--- src/rtl/spi_reg_pkg.sv ---
// Shared constants and state encoding for the SPI command decoder / register bank.
package spi_reg_pkg;

    localparam int unsigned CMD_RW_BIT = 7;
    localparam logic        CMD_READ   = 1'b1;
    localparam int unsigned CMD_ADDR_W = 7;

    typedef enum logic [0:0] {
        ST_IDLE,
        ST_DATA
    } state_e;

    // True when the upper command address bits beyond the implemented range are clear.
    function automatic logic addr_in_range(input logic [CMD_ADDR_W-1:0] addr,
                                           input int unsigned           aw);
        return (addr >> aw) == '0;
    endfunction

endpackage

--- src/rtl/spi_cs_sync.sv ---
// Two-flop synchronizer for the raw SPI chip select plus rising-edge (frame end) detect.
module spi_cs_sync (
    input  logic i_Clk,
    input  logic i_Rst_L,
    input  logic i_SPI_CS_n,
    output logic o_CS_n_Sync,
    output logic o_Frame_End
);

    logic meta_q, meta_d;
    logic sync_q, sync_d;
    logic prev_q, prev_d;

    always_comb begin
        meta_d = i_SPI_CS_n;
        sync_d = meta_q;
        prev_d = sync_q;
    end

    // Reset to the deasserted (high) level so leaving reset never looks like a frame end.
    always_ff @(posedge i_Clk or negedge i_Rst_L) begin
        if (!i_Rst_L) begin
            meta_q <= 1'b1;
            sync_q <= 1'b1;
            prev_q <= 1'b1;
        end else begin
            meta_q <= meta_d;
            sync_q <= sync_d;
            prev_q <= prev_d;
        end
    end

    assign o_CS_n_Sync = sync_q;
    assign o_Frame_End = sync_q & ~prev_q;

endmodule

--- src/rtl/spi_reg_bank.sv ---
// SPI command decoder and 8-bit register file fed by the SPI slave byte interface.
// Define SPI_REG_AUTO_INC_EN to enable burst access with address auto-increment.
module spi_reg_bank
    import spi_reg_pkg::*;
#(
    parameter int unsigned ADDR_W  = 4,
    parameter logic [7:0]  RST_VAL = 8'h00
) (
    input  logic                      i_Clk,
    input  logic                      i_Rst_L,
    input  logic                      i_RX_DV,
    input  logic [7:0]                i_RX_Byte,
    input  logic                      i_SPI_CS_n,
    output logic                      o_TX_DV,
    output logic [7:0]                o_TX_Byte,
    output logic                      o_Wr_Pulse,
    output logic [ADDR_W-1:0]         o_Wr_Addr,
    output logic [8*(2**ADDR_W)-1:0]  o_Regs
);

    localparam int unsigned NUM_REGS = 2 ** ADDR_W;

    logic cs_n_sync;
    logic frame_end;

    spi_cs_sync u_cs_sync (
        .i_Clk       (i_Clk),
        .i_Rst_L     (i_Rst_L),
        .i_SPI_CS_n  (i_SPI_CS_n),
        .o_CS_n_Sync (cs_n_sync),
        .o_Frame_End (frame_end)
    );

    state_e                 state_q, state_d;
    logic                   rw_q, rw_d;
    logic [CMD_ADDR_W-1:0]  addr_q, addr_d;
    logic                   tx_dv_q, tx_dv_d;
    logic [7:0]             tx_byte_q, tx_byte_d;
    logic                   wr_pulse_q, wr_pulse_d;
    logic [ADDR_W-1:0]      wr_addr_q, wr_addr_d;
    logic [7:0]             regs_q [NUM_REGS];
    logic [7:0]             regs_d [NUM_REGS];
    logic [CMD_ADDR_W-1:0]  rd_addr;
    logic                   load_tx;
    logic                   data_act;

`ifdef SPI_REG_AUTO_INC_EN
    assign data_act = 1'b1;
`else
    // Without bursts only the first data byte of a frame is acted on.
    logic done_q, done_d;
    assign data_act = ~done_q;
`endif

    always_comb begin
        state_d    = state_q;
        rw_d       = rw_q;
        addr_d     = addr_q;
        tx_dv_d    = 1'b0;
        tx_byte_d  = tx_byte_q;
        wr_pulse_d = 1'b0;
        wr_addr_d  = wr_addr_q;
        regs_d     = regs_q;
        rd_addr    = addr_q;
        load_tx    = 1'b0;
`ifndef SPI_REG_AUTO_INC_EN
        done_d     = done_q;
`endif

        unique case (state_q)
            ST_IDLE: begin
                // A command coinciding with frame end is still parsed before returning to idle.
                if (i_RX_DV && (!cs_n_sync || frame_end)) begin
                    rw_d    = (i_RX_Byte[CMD_RW_BIT] == CMD_READ);
                    addr_d  = i_RX_Byte[CMD_ADDR_W-1:0];
                    rd_addr = addr_d;
                    load_tx = 1'b1;
                    state_d = ST_DATA;
`ifndef SPI_REG_AUTO_INC_EN
                    done_d  = 1'b0;
`endif
                end
            end
            ST_DATA: begin
                if (i_RX_DV && data_act) begin
                    if (!rw_q && addr_in_range(addr_q, ADDR_W)) begin
                        regs_d[addr_q[ADDR_W-1:0]] = i_RX_Byte;
                        wr_pulse_d                 = 1'b1;
                        wr_addr_d                  = addr_q[ADDR_W-1:0];
                    end
`ifdef SPI_REG_AUTO_INC_EN
                    addr_d  = addr_q + CMD_ADDR_W'(1);
                    rd_addr = addr_d;
                    load_tx = 1'b1;
`else
                    done_d  = 1'b1;
`endif
                end
            end
        endcase

        if (frame_end) begin
            state_d = ST_IDLE;
        end

        // Read data comes from pre-write register contents.
        if (load_tx) begin
            tx_dv_d   = 1'b1;
            tx_byte_d = addr_in_range(rd_addr, ADDR_W) ? regs_q[rd_addr[ADDR_W-1:0]] : 8'h00;
        end
    end

    always_ff @(posedge i_Clk or negedge i_Rst_L) begin
        if (!i_Rst_L) begin
            state_q    <= ST_IDLE;
            rw_q       <= 1'b0;
            addr_q     <= '0;
            tx_dv_q    <= 1'b0;
            tx_byte_q  <= 8'h00;
            wr_pulse_q <= 1'b0;
            wr_addr_q  <= '0;
            for (int i = 0; i < NUM_REGS; i++) begin
                regs_q[i] <= RST_VAL;
            end
`ifndef SPI_REG_AUTO_INC_EN
            done_q     <= 1'b0;
`endif
        end else begin
            state_q    <= state_d;
            rw_q       <= rw_d;
            addr_q     <= addr_d;
            tx_dv_q    <= tx_dv_d;
            tx_byte_q  <= tx_byte_d;
            wr_pulse_q <= wr_pulse_d;
            wr_addr_q  <= wr_addr_d;
            regs_q     <= regs_d;
`ifndef SPI_REG_AUTO_INC_EN
            done_q     <= done_d;
`endif
        end
    end

    assign o_TX_DV    = tx_dv_q;
    assign o_TX_Byte  = tx_byte_q;
    assign o_Wr_Pulse = wr_pulse_q;
    assign o_Wr_Addr  = wr_addr_q;

    for (genvar g = 0; g < NUM_REGS; g++) begin : g_regs_out
        assign o_Regs[8*g +: 8] = regs_q[g];
    end

endmodule

--- config.mk ---
export PLATFORM = sky130hd
export DESIGN_NAME = spi_reg_bank
export DESIGN_NICKNAME = d
export VERILOG_FILES = /design/src/rtl/spi_reg_pkg.sv /design/src/rtl/spi_cs_sync.sv /design/src/rtl/spi_reg_bank.sv
export SDC_FILE = /design/constraint.sdc
export NUM_CORES = 1
export LEC_CHECK = 0
export BUFFER_PORTS_ARGS = -buffer_cell sky130_fd_sc_hd__buf_2
export CAP_MARGIN = 30
export CORE_ASPECT_RATIO = 0.6
export CORE_MARGIN = 4
export CORE_UTILIZATION = 54
export CTS_CLUSTER_DIAMETER = 60
export CTS_CLUSTER_SIZE = 40
export DETAILED_ROUTE_END_ITERATION = 8
export GPL_ROUTABILITY_DRIVEN = 0
export PLACE_DENSITY = 0.91
export SETUP_SLACK_MARGIN = 0.3
export SYNTH_ARGS = -nofsm -noshare
export SYNTH_HDL_FRONTEND = slang
export SYNTH_SLANG_ARGS = --single-unit
export TNS_END_PERCENT = 5
--- constraint.sdc ---
create_clock -name i_Clk -period 2.8 [get_ports i_Clk]
set_input_delay 0.28 -clock i_Clk [delete_from_list [all_inputs] [get_ports i_Clk]]
set_output_delay 0.28 -clock i_Clk [all_outputs]
set_load 0.05 [all_outputs]
* Yosys cells after proc, flatten, opt, wreduce, memory -nomap -nowiden *
Cells that the tools add are included.

storage, ports and cells
  register bits after elaboration = 155
  input port bits = 12
  output and inout bits = 142

cells by class
  $lt $le $gt $ge = 3
  eq/ne operators = 2
  mux-type cells = 20
  bitwise logic cells = 6
  reductions and logical operators = 12

operators by type and width
  kind                count
  $bwmux 128          1
  $bmux 8 s4          1
  $demux 8 s4         1
  $mux 8              4
  $logic_not 7->1     2
  $mux 7              2
  $ge 5x5->1 const B  2
  $mux 1              10
  $not 4->5           2
  $lt 5x1->1 const B  1
  $logic_and 1x1->1   4
  $reduce_and 2->1    2
  $not 1->1           3
  $reduce_and 3->1    1
  $logic_not 1->1     2
  $ne 2x1->1 const B  1
  $ne 2x2->1 const B  1
  $pmux 1 s2          1
  $and 1x1->1         1
  $logic_or 1x1->1    1

* Logic depth before layout (Yosys ltp) *
  depth in word-level cells = 11
  gate-level depth with buffers = 13
  gate-level depth less buffers = 9

* By module *
Synthesis repeated with hierarchy kept, for this count alone.

second synthesis, totals
  cells, all modules = 591
  area total of the unflattened synthesis = 7272.0 µm²

modules (own cells, without submodules)
  module        instances  cells an instance  area an instance (µm²)  sequential area each (µm²)
  spi_reg_bank  1          587                7179.4                  3803.6
  spi_cs_sync   1          4                  92.6                    78.8

* Worst setup path before layout *
No wires, ideal clock.

  path type = reg2reg
  start = register u_cs_sync.sync_q (netlist: u_cs_sync.o_CS_n_Sync)
  end = register tx_byte_q[5] (netlist: o_TX_Byte[5])
  arrival time = 2147 ps
  required time = 2673 ps
  path slack = 526 ps
  stages on the path, launching flop included = 11
  period minus slack after synthesis = 2274 ps
  cell sequence = dfstp_2 a21bo_1 or2_1 buf_6 inv_8 mux2i_1 inv_2 buf_2 mux4_2 a22oi_1 nand3_1

on the way
  elaborated cells between the ends (all ways) = 14
  those cells by class = 8 x mux; 2 x bitwise; 4 x reduce/logical

RTL lines
  what                                                   line                                   text
  from (decl)                                            spi_cs_sync.sv:11                      logic sync_q, sync_d;
  from (signal assigned)                                 spi_cs_sync.sv:28                      sync_q <= sync_d;
  $and 1x1->1 / $logic_not 1->1 (equally long branches)  spi_cs_sync.sv:34, spi_reg_bank.sv:73
  $logic_or 1x1->1 (*)                                   spi_reg_bank.sv:73                     if (i_RX_DV && (!cs_n_sync || frame_end)) begin
  $logic_and 1x1->1 (*)                                  spi_reg_bank.sv:73
  $mux 1 (*)                                             spi_reg_bank.sv:73
  $mux 1 (*)                                             spi_reg_bank.sv:70                     unique case (state_q)
  net load_tx                                            spi_reg_bank.sv:44                     logic load_tx;
  to (signal assigned)                                   spi_reg_bank.sv:133                    tx_byte_q <= tx_byte_d;
  to (decl)                                              spi_reg_bank.sv:38                     logic [7:0] tx_byte_q, tx_byte_d;

Mark *: on every way through the listed nets, which the timed path passes. The rest lies on a longest branch. The select of a mux whose other input is x is not followed.
A chain may end at the register's enable or synchronous reset.

* Worst setup path in the final report *
  start = register addr_q[4]
  end = register regs_q, in the netlist o_Regs[116]

on the way
  word-level cells in the longest chain between the ends = 3

ends and longest elaborated chain
  what                               line                 text
  from (decl)                        spi_reg_bank.sv:36   logic [CMD_ADDR_W-1:0] addr_q, addr_d;
  from (signal assigned)             spi_reg_bank.sv:131  addr_q <= addr_d;
  $logic_not 7->1                    spi_reg_pkg.sv:16    return (addr >> aw) == '0;
  $logic_and 1x1->1                  spi_reg_bank.sv:86   if (!rw_q && addr_in_range(addr_q, ADDR_W)) begin
  $reduce_and 3->1 (no source line)  n/a
  to (signal assigned)               spi_reg_bank.sv:136  regs_q <= regs_d;
  to (decl)                          spi_reg_bank.sv:41   logic [7:0] regs_q [NUM_REGS];

Every way passes these cells.

==> summary.txt <==
Die
  • Rows: 31
  • CORE AREA: 0.01233 sq mm
  • Initial Util: approximately 56%
  • Die H: roughly 96 microns
  • Die X: 154.5 microns
  • Die ar.: between 0.01 and 0.015 sq mm
  • IO Pins: 154

GRT
  • Number of global-route vias before repair: between 5,000 and 6,000
  • Largest net degree at the start of global routing: 81
  • All-Layer GR Usage: ~29%
  • Grt ovf: 0
  • First-pass GRT wire length: 32.36 mm
  • Initial antenna violation count: 0

Finish
  • Inserted Diodes: 0
  • Area growth, synth to finish: 24.22%
  • Layout cell share with drive strength beyond 1: 51.11%
  • Layout Nets: approximately 700
  • Fin area: approximately 0.0086 sq mm
  • Non-Filler Instances: ~890
  • Filler cells: approximately 830

Route
  • Starting DRC count in detailed routing: around 660
  • Drt total wl: around 21 mm
  • Via Count: 5,514
  • Initial DRT Pass Iterations: 5
  • DR vias/cell: between 6 and 7
  • Post-route ant nets: 0
  • Wire per inst: around 24 microns
  • Residual DRC: 0

Synthesis
  • Post-synth EDFFs: 0
  • Synth cell count leaders: dfrtp_1 (152), mux2_2 (121), nand2_1 (89)
  • Synth area leaders: dfrtp_1 (55%), mux2_2 (20%), nand2_1 (4.8%)
  • YS warnings: 0
  • Yosys cell types: 42
  • Most common cell in the synthesized netlist: dfrtp_1
  • Syn_area_per_cell: around 13 sq um
  • Post-synth top area share: between 50% and 60%
  • Dominant cell type by area after synthesis: dfrtp_1
  • Cell Area, Synth: 0.006949 sq mm
  • Syn_nets: 544
  • Synth Instances: around 530
  • Most frequently used flop master after synthesis: dfrtp_1
  • Register area share after synthesis: 55.87%
  • Async SR Flop Fraction: 100.0%
  • Synthesized flop and latch total: ~160

STA
  • Slew Limit Fails: 0
  • Fin crit share: 88.80%
  • Worst clock skew: around 10 ps
  • Final Hold Fails: 0
  • Setup TNS: 0 ps
  • Fmax: between 400 and 500 MHz
  • Slew margin rel.: between 50 and 60%
  • RSZ-0062 raised after global routing: yes
  • Endpoints failing setup: 0
  • Slew @ Worst Pin: 729.1 ps
  • Min Clock Period, post-route: 2487 ps

Worst setup path
  • Worst Setup End Kind: flop
  • CP Launch Point: addr_q[4]
  • Crit path arrival time: roughly 2800 ps
  • R2R Path Start: addr_q[4]
  • Worst setup SP type: flop
  • Flop2flop setup slack: approximately 310 ps
  • CP required: around 3100 ps
  • R2r endpoint: o_Regs[116]
  • Setup CP Type: reg -> reg
  • Cell depth of the worst flop-to-flop path: 6
  • Worst setup path end: o_Regs[116]
  • CP Max Fanout: 8

Pwr
  • Worst vdd ir: between 0.0004 and 0.0005 V
  • PD cells: 820.7 mW/mm^2
  • Lkg Pwr: approximately 0.0045 uW

Placed design
  • I/O Buffers: around 150
  • Area post-placement: 0.007955 sq mm
  • Placed wire-length estimate: 14.20 mm
  • Dpl cells: between 800 and 900

Job
  • Max cap viols: 0

Clock network
  • Clk_lat worst skew: about 430 ps
  • Max Root-Sink Buffers: 2
  • H-tree depth: 4
  • Clk root buf: clkbuf_16
  • Total CTS buffers: 17
  • CTS tree: built
  • Clock transition at the registers of the reported paths: 60 ps
  • Clock sink count: 155

Run status
  • Status: complete, no violations

Min path
  • Worst hold path type: in -> reg
## routing by layer
metal  vias up  share of wire [%]  global-route usage (%)
met4         0                3.0                   12.20
met1      2826                 41                   39.05
li1       2269                  -                       -
met5         -                  0                       0
met3        61                 10                   7.592
met2       358                 46                   45.36
## worst min-delay path by stage
| stage | start | end | slack (ps) | cells past startpoint |
|---|---|---|---|---|
| 3_5_place_dp | u_cs_sync.meta_q | u_cs_sync.o_CS_n_Sync | 350 | 0 |
| 4_1_cts | i_RX_DV | state_q | 190 | 3 |
| 3_3_place_gp | i_Rst_L | o_Wr_Pulse | 350 | 1 |
| 5_1_grt | i_RX_DV | state_q | 250 | 3 |
| 2_1_floorplan | i_Rst_L | addr_q[0] | -20 | 0 |
| 6_report | i_RX_DV | done_q | 230 | 3 |
## per-stage QoR
stage               worst slack, ps  total power [uW]  hold WS (ps)  util, %
floorplan                     525.9              4178        -15.59        -
global placement              321.1              4646         349.1    64.50
detailed placement            233.3              4711         352.7    64.50
CTS                           306.9              7084         192.8    69.89
global route                  230.8              7317         253.6    69.98
finish                        313.5              7084         226.5    69.98
## logic make-up after synthesis
group,count (synthesis),share of synthesized area [%]
buffers and inverters,33,2.881
DFF,155,55.87
and+or+nand+nor,161,11.27
muxes,156,27.10
AOI/OAI and AO/OA,27,2.881
## worst max-delay path, cell delays in order (launching register included)
cell	delay [ps]
dfrtp_1	420
or3_1	450
nor4_4	320
buf_4	220
nand3b_1	90
nor2_2	480
mux2_2	400
## layout make-up
class | instances | area [sq um] | share of cell area [%]
inverters | 8 | 63.81 | 0.7392
flip-flops and latches | 155 | 3882 | 44.98
clock inverters | 11 | 145.1 | 1.681
multi-input cells | 344 | 2878 | 33.34
repair inverters | 2 | 17.52 | 0.2029
clock buffers | 21 | 450.4 | 5.218
well taps | 165 | 206.4 | 2.392
repair buffers | 179 | 988.4 | 11.45
## power breakdown
part	internal, uW	total [uW]	leakage (uW)	switching, uW
logic	557	1990	0.00214	1430
registers	2500	2760	0.00211	260
clock network	1420	2330	0.000283	908
## cell usage in the layout (no fill, tap or decap), types with 4 or more instances in the layout
cell | Yosys | final
mux2_1 | 6 | 6
or3_1 | 4 | 4
mux2i_1 | 16 | 15
buf_4 | 1 | 22
o21ai_0 | 6 | 6
nor2_2 | 10 | 12
dfrtp_1 | 152 | 152
mux2_2 | 121 | 121
buf_2 | 4 | 152
nand2_1 | 89 | 89
nor2_1 | 7 | 5
a22oi_1 | 6 | 6
a32oi_1 | 10 | 10
inv_1 | 5 | 5
mux4_2 | 12 | 12
nand4_1 | 7 | 7
nand3_1 | 26 | 26
bufinv_16 | 0 | 4
clkbuf_16 | 0 | 17
## registers in the layout (all words and copies together) (netlist names)
| name | flops |
|---|---|
| u_cs_sync.prev_q | 1 |
| addr_q | 7 |
| u_cs_sync.o_CS_n_Sync | 1 |
| o_TX_DV | 1 |
| u_cs_sync.meta_q | 1 |
| o_TX_Byte | 8 |
| o_Wr_Pulse | 1 |
| o_Wr_Addr | 4 |
| o_Regs | 128 |
| rw_q | 1 |
| state_q | 1 |
| done_q | 1 |
## what timing repair did
| action | 4_1_cts | 5_1_grt |
|---|---|---|
| buffers inserted | 1 | 0 |
| endpoints found under the setup margin | 7 | 25 |
| cloned | 2 | 0 |
| resized for setup | 4 | 4 |
| endpoints found under the hold margin | 76 | 0 |
| hold buffers | 2 | 0 |
Power figures use the tool's default switching activity.
